<file path="config.mk">
export PLATFORM = sky130hd
export DESIGN_NAME = iir_coeff_ctrl
export DESIGN_NICKNAME = d
export VERILOG_FILES = /design/src/rtl/iir_coeff_ctrl.sv
export SDC_FILE = /design/constraint.sdc
export NUM_CORES = 1
export LEC_CHECK = 0
export CORE_MARGIN = 4
export CORE_UTILIZATION = 35
export CTS_CLUSTER_DIAMETER = 120
export DETAILED_ROUTE_END_ITERATION = 16
export GPL_ROUTABILITY_DRIVEN = 0
export SYNTH_ARGS = -nofsm -noshare
export SYNTH_HDL_FRONTEND = slang
export SYNTH_SLANG_ARGS = --single-unit
</file>
<file path="constraint.sdc">
create_clock -name clk -period 2.1 [get_ports clk]
set_input_delay 0.525 -clock clk [delete_from_list [all_inputs] [get_ports clk]]
set_output_delay 0.525 -clock clk [all_outputs]
set_load 0.02 [all_outputs]
</file>
<file path="src/rtl/iir_coeff_ctrl.sv">
// Run-time coefficient controller for iir_filter.
// Coefficient writes go to shadow registers. A commit stalls the sample stream
// and waits for the filter to drain. The shadow set then moves into the active
// buses in a single cycle, so no output sample ever sees a mixed set.
// Ports:
//   clk, rst_n             clock, async active-low reset
//   src_valid/src_data     upstream sample; src_ready accepts it (combinational)
//   cfg_we/addr/data       shadow write (addr 0-1 fb, 2-5 ff, 6-7 dropped)
//   cfg_commit             request shadow->active swap
//   cfg_busy, swap_done    swap in progress / one-cycle "new set active" pulse
//   flt_vIn/flt_dIn        sample to filter (combinational pass-through)
//   coeffs_fb/coeffs_ff    active coefficient buses, coefficient i at [WL*i +: WL]
//   flt_vOut               filter output valid, used for in-flight tracking
module iir_coeff_ctrl #(
    parameter int unsigned NB      = 12,
    parameter int unsigned WL      = 24,
    parameter int unsigned MAX_OUT = 8
) (
    input  logic            clk,
    input  logic            rst_n,
    input  logic            src_valid,
    input  logic [NB-1:0]   src_data,
    output logic            src_ready,
    input  logic            cfg_we,
    input  logic [2:0]      cfg_addr,
    input  logic [WL-1:0]   cfg_data,
    input  logic            cfg_commit,
    output logic            cfg_busy,
    output logic            swap_done,
    output logic            flt_vIn,
    output logic [NB-1:0]   flt_dIn,
    output logic [2*WL-1:0] coeffs_fb,
    output logic [4*WL-1:0] coeffs_ff,
    input  logic            flt_vOut
);

    localparam int unsigned CW    = $clog2(MAX_OUT + 1);
    localparam int unsigned NCOEF = 6;

    typedef enum logic [1:0] {
        RUN  = 2'd0,
        HOLD = 2'd1,
        SWAP = 2'd2
    } state_t;

    state_t          state;
    state_t          state_nxt;
    logic [CW-1:0]   cnt;
    logic            cnt_dec;
    logic            wr_en;
    logic [WL-1:0]   shadow [NCOEF];
    logic [2*WL-1:0] fb_q;
    logic [4*WL-1:0] ff_q;
    logic            swap_done_q;
    logic            busy_q;

    // Sample path: combinational pass-through, gated while swapping or full.
    assign src_ready = (state == RUN) && (cnt < CW'(MAX_OUT));
    assign flt_vIn   = src_valid && src_ready;
    assign flt_dIn   = src_data;

    // A stray vOut with nothing in flight is ignored.
    assign cnt_dec = flt_vOut && (cnt != '0);
    assign wr_en   = (state == RUN) && cfg_we && (cfg_addr < 3'd6);

    assign coeffs_fb = fb_q;
    assign coeffs_ff = ff_q;
    assign swap_done = swap_done_q;
    assign cfg_busy  = busy_q;

    // Next-state logic.
    always_comb begin
        state_nxt = state;
        case (state)
            RUN:     if (cfg_commit) state_nxt = HOLD;
            HOLD:    if (cnt == '0) state_nxt = SWAP;
            SWAP:    state_nxt = RUN;
            default: state_nxt = RUN;
        endcase
    end

    // State register plus registered status outputs.
    always_ff @(posedge clk or negedge rst_n) begin
        if (!rst_n) begin
            state       <= RUN;
            swap_done_q <= 1'b0;
            busy_q      <= 1'b0;
        end else begin
            state       <= state_nxt;
            swap_done_q <= (state == SWAP);
            busy_q      <= (state_nxt != RUN);
        end
    end

    // In-flight sample counter.
    always_ff @(posedge clk or negedge rst_n) begin
        if (!rst_n) begin
            cnt <= '0;
        end else begin
            case ({flt_vIn, cnt_dec})
                2'b10:   cnt <= cnt + CW'(1);
                2'b01:   cnt <= cnt - CW'(1);
                default: cnt <= cnt;
            endcase
        end
    end

    // Shadow registers; a write in the commit cycle still lands.
    always_ff @(posedge clk or negedge rst_n) begin
        if (!rst_n) begin
            for (int i = 0; i < NCOEF; i++) shadow[i] <= '0;
        end else begin
            for (int i = 0; i < NCOEF; i++) begin
                if (wr_en && (cfg_addr == 3'(i))) shadow[i] <= cfg_data;
            end
        end
    end

    // Active set, loaded only at the end of SWAP.
    always_ff @(posedge clk or negedge rst_n) begin
        if (!rst_n) begin
            fb_q <= '0;
            ff_q <= '0;
        end else if (state == SWAP) begin
            fb_q <= {shadow[1], shadow[0]};
            ff_q <= {shadow[5], shadow[4], shadow[3], shadow[2]};
        end
    end

endmodule
</file>
==> impl_metrics.py, run 1 <==
metrics = {
    "outcome": {
        "outcome": "finished, final reports clean",
    },
    "min_path": {
        "worstHoldPathType": "reg2reg",
    },
    "layout": {
        "ff_latch_area_um2": 7407,
        "synthToLayoutAreaGrowth_pct": 32.07,
        "multiInputGateArea_um2": 3618,
        "final_cell_mix": "nand2_1 (434), dfrtp_1 (296), mux2_2 (144)",
        "fillers": 2923,
        "antenna-diode-count": 0,
        "final_common_cell": "nand2_1",
        "drive_above_1_share": 0.2163,
        "nets": 1222,
    },
    "critical_path": {
        "worstPathArrival_ns": 1.54,
        "path_buf_inv": 1,
        "endpoint_kind": "primary output",
        "path_class": "reg2out",
        "cp-start-kind": "flop",
        "cp_slowest_cell": "clkdlybuf4s50_1",
        "cp_max_fo": 2,
        "crit_family": "buffers and inverters",
        "path_cells": "clkdlybuf4s50_1",
        "cp.required_ns": 1.57,
        "max_stage_delay_ns": 0.63,
    },
    "run": {
        "drv_cap": 0,
    },
    "sta": {
        "fmax_mhz": 485.3,
        "fin_crit_sh": 0.9813,
        "relSlewSlack": 0.5691,
        "rsz0062_at_grt": "yes",
        "setup_violations": 0,
        "hold_viol": 0,
        "period_needed_ns": 2.061,
        "tightestPinTransition_ns": 0.6463,
        "skew_ns": 0.01368,
        "fin_ws_ns": 0.03928,
        "finalMaxSlewViolations": 0,
        "hold_ws_ns": 0.4596,
    },
    "detailed_routing": {
        "drc": 0,
        "firstDrtPassIters": 6,
        "routed_wl_um": 27130,
        "wire_per_inst_um": 17.01,
        "vias_per_cell": 4.698,
        "vias": 7494,
        "antenna_left": 0,
        "drtIter0Drc": 420,
    },
    "power": {
        "seq_power_share": 0.474,
        "leakagePower_nw": 8.068,
        "cell_internal_pwr_w": 0.01234,
        "power.switching_w": 0.004824,
        "switching_share": 0.2810,
        "peakVddDrop_mv": 0.6263,
        "clkPwrFrac": 0.302,
        "pwr-share-comb": 0.224,
        "power_density_nw_per_um2": 1152,
    },
    "clock_network": {
        "clk_pin_slew_ns": 0.06,
        "cts_root_buffer": "clkbuf_16",
        "clock_sinks": 296,
        "htree_levels": 1,
        "clk_latency_ns": 0.55,
        "cts_tree": "built",
        "cts_buffers": 31,
        "cts_buffer_depth": 3,
    },
    "floorplanning": {
        "rows": 65,
        "core_area_um2": 31640,
        "die_area_um2": 35160,
        "die_height_um": 187.5,
        "start_util": 0.3565,
        "die_w_um": 187.5,
        "ios": 205,
    },
    "synthesis": {
        "yosysUniqueCellTypes": 33,
        "syn_area_um2": 11280,
        "synth_edf_count": 0,
        "ys_seq_area_frac": 0.6567,
        "ys.flop_type": "dfrtp_1",
        "syn-num-nets": 1016,
        "syn_area_per_cell_um2": 11.65,
        "synth_seq_cells": 296,
        "synth_cells": 968,
        "ys.warnings.count": 0,
        "synthArstFlopShare": 1.000,
    },
    "grt": {
        "grt_pass1_wl_um": 44230,
        "grt_usage": 0.1536,
        "antenna_found_initial": 0,
        "first_global_vias": 7819,
        "grt_max_degree": 57,
        "grt_overflow": 0,
    },
    "place": {
        "place_ws_ns": -0.1916,
        "port_buffers": 180,
        "dp_hpwl_um": 17640,
    },
}
==> metal layers <==
layer | global-route usage | routed length, µm | share of wire | vias to the layer above
met2 | 0.2427 | 12350 | 0.46 | 176
li1 | - | - | - | 3510
met4 | 0.03388 | 489 | 0.018 | 0
met5 | 0 | 0 | 0 | -
met1 | 0.2197 | 12750 | 0.47 | 3771
met3 | 0.03351 | 1529 | 0.056 | 37
==> stage by stage <==
step	setup TNS [ns]	utilization	power, W	area, µm²	instances
after floorplan	0	-	0.01027	11290	968
after global placement	-3.620	0.4371	0.01196	13830	1538
after detailed placement	-5.266	0.4371	0.01210	13830	1538
after CTS	0	0.4663	0.01730	14750	1591
after global routing	-0.07805	0.4709	0.01813	14900	1595
final	0	0.4709	0.01716	14900	1595
==> final timing paths <==
path | start | to | slack (ns) | cells past startpoint
hold reg to reg | shadow[62]$_DFFE_PN0P_ | coeffs_ff[38]$_DFFE_PN0P_ | 0.46 | 2
hold / removal | shadow[62]$_DFFE_PN0P_ | coeffs_ff[38]$_DFFE_PN0P_ | 0.46 | 2
min in group asynchronous | rst_n | coeffs_fb[39]$_DFFE_PN0P_ | 0.54 | 2
max in group asynchronous | rst_n | shadow[53]$_DFFE_PN0P_ | 0.89 | 3
setup / recovery | coeffs_ff[20]$_DFFE_PN0P_ | coeffs_ff[20] | 0.04 | 1
setup reg to reg | cnt[0]$_DFFE_PN0P_ | cnt[3]$_DFFE_PN0P_ | 0.07 | 9
==> Yosys cell counts, types with 3 or more instances <==
cell type / count / area share
buf_1: 6 / 0.0020
buf_2: 21 / 0.0093
buf_4: 14 / 0.0093
buf_6: 4 / 0.0040
clkbuf_1: 11 / 0.0037
dfrtp_1: 296 / 0.66
ha_1: 3 / 0.0033
mux2_2: 144 / 0.14
nand2_1: 435 / 0.14
nor2_1: 5 / 0.0017
xor2_1: 4 / 0.0031
==> sequential cells by signal (all words and copies together) (netlist names) <==
name       cells
shadow       144
coeffs_ff     96
coeffs_fb     48
cnt            4
state          2
cfg_busy       1
swap_done      1
==> timing repair <==
| item | in CTS | in global routing |
|---|---|---|
| pin swaps | 1 | 4 |
| buffers inserted | 0 | 4 |
| gates resized for setup | 43 | 39 |
| hold endpoints to repair | 45 | 0 |
| hold buffers | 1 | 0 |
| endpoints found under the setup margin | 35 | 32 |
==> cell type report <==
cell class	instances	area share
Clock inverter	6	0.003696
Sequential cell	296	0.4972
Inverter	2	0.0006719
Timing Repair Buffer	229	0.1619
Tap cell	402	0.03376
Multi-Input combinational cell	614	0.2429
Clock buffer	46	0.05989
==> power by group through the flow <==
stage / registers (W) / clock network (W) / logic, W
detailed placement: 0.00823 / 0 / 0.00387
finish: 0.00814 / 0.00518 / 0.00384
global placement: 0.00818 / 0 / 0.00378
CTS: 0.00815 / 0.00533 / 0.00382
floorplan: 0.00858 / 0 / 0.00169
global route: 0.00834 / 0.00558 / 0.00422
==> cell families (layout without fill, tap and decap cells) <==
| kind of cell | count (synthesis) | count (layout) | synth area share |
|---|---|---|---|
| AND/OR/NAND/NOR | 457 | 457 | 0.1597 |
| buffers and inverters | 58 | 283 | 0.02895 |
| XOR/XNOR | 5 | 5 | 0.003882 |
| AO/OA/AOI/OAI | 3 | 3 | 0.001775 |
| multiplexers | 146 | 146 | 0.1456 |
| adder cells (fa/ha/maj) | 3 | 3 | 0.003328 |
| flip-flops | 296 | 296 | 0.6567 |
(Power assumes the default switching activity.)
==> run 2, diff against run 1 <==
Settings changed: ABC_CLOCK_PERIOD_IN_PS set to 2550.
Clock period 2.1 ns to 2.55 ns, I/O delays scaled along.
==> run 2 against run 1 <==
Net effect: count of clock-buffer cells in the layout unchanged; design area shrank 1.0%; first-iteration DRC count decreased by 15%; core utilization decreased by 0.49 points; non-clock buffer count decreased by 27; via count is 2.2% lower; critical path depth up 3; sequential share of layout area rose by 0.52 points; clock skew shrank 0.0011 ns; power fell by 14%; register-to-register slack improved by 0.27 ns; sequential cell count unchanged; largest cell class unchanged.
==> impl_metrics.py, run 2 (synthesis results as in run 1) <==
metrics = {
    "grt": {
        "antenna_found_initial": 0,
        "grt_pass1_wl_um": 43550,
        "grt_usage": 0.1508,
        "grt_max_degree": 145,
        "grt_overflow": 0,
        "first_global_vias": 7652,
    },
    "detailed_routing": {
        "drc": 0,
        "vias": 7326,
        "firstDrtPassIters": 4,
        "drtIter0Drc": 359,
        "wire_per_inst_um": 16.91,
        "vias_per_cell": 4.657,
        "antenna_left": 0,
        "routed_wl_um": 26590,
    },
    "clock_network": {
        "cts_tree": "built",
        "cts_hold_buffers": 0,
        "cts_buffers": 31,
        "clk_pin_slew_ns": 0.06,
        "clock_sinks": 296,
        "cts_root_buffer": "clkbuf_16",
        "cts_buffer_depth": 3,
        "clk_latency_ns": 0.54,
        "htree_levels": 1,
    },
    "outcome": {
        "outcome": "finished, final reports clean",
    },
    "power": {
        "power_density_nw_per_um2": 997.0,
        "leakagePower_nw": 7.362,
        "pwr-share-comb": 0.204,
        "peakVddDrop_mv": 0.5279,
        "clkPwrFrac": 0.339,
        "report.power.total_w": 0.01470,
        "seq_power_share": 0.457,
        "cell_internal_pwr_w": 0.01077,
        "power.switching_w": 0.003931,
        "switching_share": 0.2674,
    },
    "critical_path": {
        "endpoint_kind": "primary output",
        "cp_max_fo": 3,
        "path_class": "reg2out",
        "max_stage_delay_ns": 0.42,
        "path_cells": "nor3_2 -> nand2_1 -> inv_1 -> dlygate4sd2_1",
        "cp-start-kind": "flop",
        "worstPathArrival_ns": 1.69,
        "cp.required_ns": 1.91,
        "cp_slowest_cell": "dfrtp_1",
    },
    "layout": {
        "synthToLayoutAreaGrowth_pct": 30.70,
        "nets": 1195,
        "final_common_cell": "nand2_1",
        "antenna-diode-count": 0,
        "final_cell_mix": "nand2_1 (435), dfrtp_1 (296), clkdlybuf4s50_1 (177)",
        "top_register": "shadow",
        "largest_reg_flops": 144,
        "final_cells": 1573,
        "drive_above_1_share": 0.1939,
    },
    "floorplanning": {
        "die_height_um": 187.5,
        "die_w_um": 187.5,
        "start_util": 0.3565,
        "core_area_um2": 31640,
        "ios": 205,
        "rows": 65,
        "die_area_um2": 35160,
    },
    "sta": {
        "tightestPinTransition_ns": 0.6823,
        "rsz0062_at_grt": "no",
        "period_needed_ns": 2.332,
        "timing.setup.tns_ns": 0,
        "hold_ws_ns": 0.01633,
        "fmax_mhz": 428.8,
        "relSlewSlack": 0.5451,
        "setup_violations": 0,
        "fin_crit_sh": 0.9145,
        "skew_ns": 0.01260,
        "finalMaxSlewViolations": 0,
        "hold_viol": 0,
    },
    "place": {
        "dp_hpwl_um": 16840,
        "place_inst": 1516,
        "port_buffers": 180,
    },
    "run": {
        "drv_cap": 0,
    },
    "min_path": {
        "worstHoldPathType": "in2async",
    },
}
-- run 2: repair_timing --
item / CTS / global route
setup buffers: 0 / 0
setup endpoints to repair: 2 / 1
resized for setup: 2 / 1
-- run 2: through the flow --
step | util | instance area, µm² | worst slack [ns]
3_5_place_dp | 0.4295 | 13590 | 0.07003
3_3_place_gp | 0.4295 | 13590 | 0.07093
2_1_floorplan | - | 11280 | 0.1522
6_report | 0.4660 | 14740 | 0.2181
4_1_cts | 0.4659 | 14740 | 0.03203
5_1_grt | 0.4660 | 14740 | 0.06963
-- run 2: metal layers --
metal / vias up / wire length (µm) / GRT usage
met4: 0 / 425 / 0.03275
met3: 37 / 1257 / 0.02662
met5: - / 0 / 0
met2: 155 / 12450 / 0.2438
met1: 3680 / 12460 / 0.2150
li1: 3454 / - / -
-- run 2: critical path: cells and delay by family (launching register included) --
kind / cells / cell delay, ns
buffers and inverters: 2 / 0.39
DFF: 1 / 0.42
and+or+nand+nor: 2 / 0.34
-- run 2: layout make-up --
class | instances | area (µm²)
Sequential cell | 296 | 7407
Inverter | 2 | 10.01
Timing Repair Buffer | 202 | 2111
Fill cell | 2882 | 16890
Clock buffer | 46 | 912.1
Multi-Input combinational cell | 614 | 3563
Tap cell | 402 | 503.0
Clock inverter | 11 | 236.5
-- run 2: final timing paths --
kind | start | cells past startpoint | end | slack, ns
worst min register to register | shadow[63]$_DFFE_PN0P_ | 2 | coeffs_ff[39]$_DFFE_PN0P_ | 0.46
min in group clk | shadow[63]$_DFFE_PN0P_ | 2 | coeffs_ff[39]$_DFFE_PN0P_ | 0.46
worst max-delay path | cnt[3]$_DFFE_PN0P_ | 4 | flt_vIn | 0.22
worst max register to register | cnt[2]$_DFFE_PN0P_ | 9 | cnt[2]$_DFFE_PN0P_ | 0.34
worst min-delay path | rst_n | 1 | swap_done$_DFF_PN0_ | 0.02
max in group asynchronous | rst_n | 2 | shadow[124]$_DFFE_PN0P_ | 1.84
-- run 2: power groups by stage --
stage	clock [W]	combinational [W]	sequential (W)
finish	0.00498	0.00300	0.00672
global route	0.00532	0.00328	0.00688
CTS	0.00512	0.00305	0.00673
detailed placement	0	0.00304	0.00680
global placement	0	0.00296	0.00677
floorplan	0	0.00139	0.00705
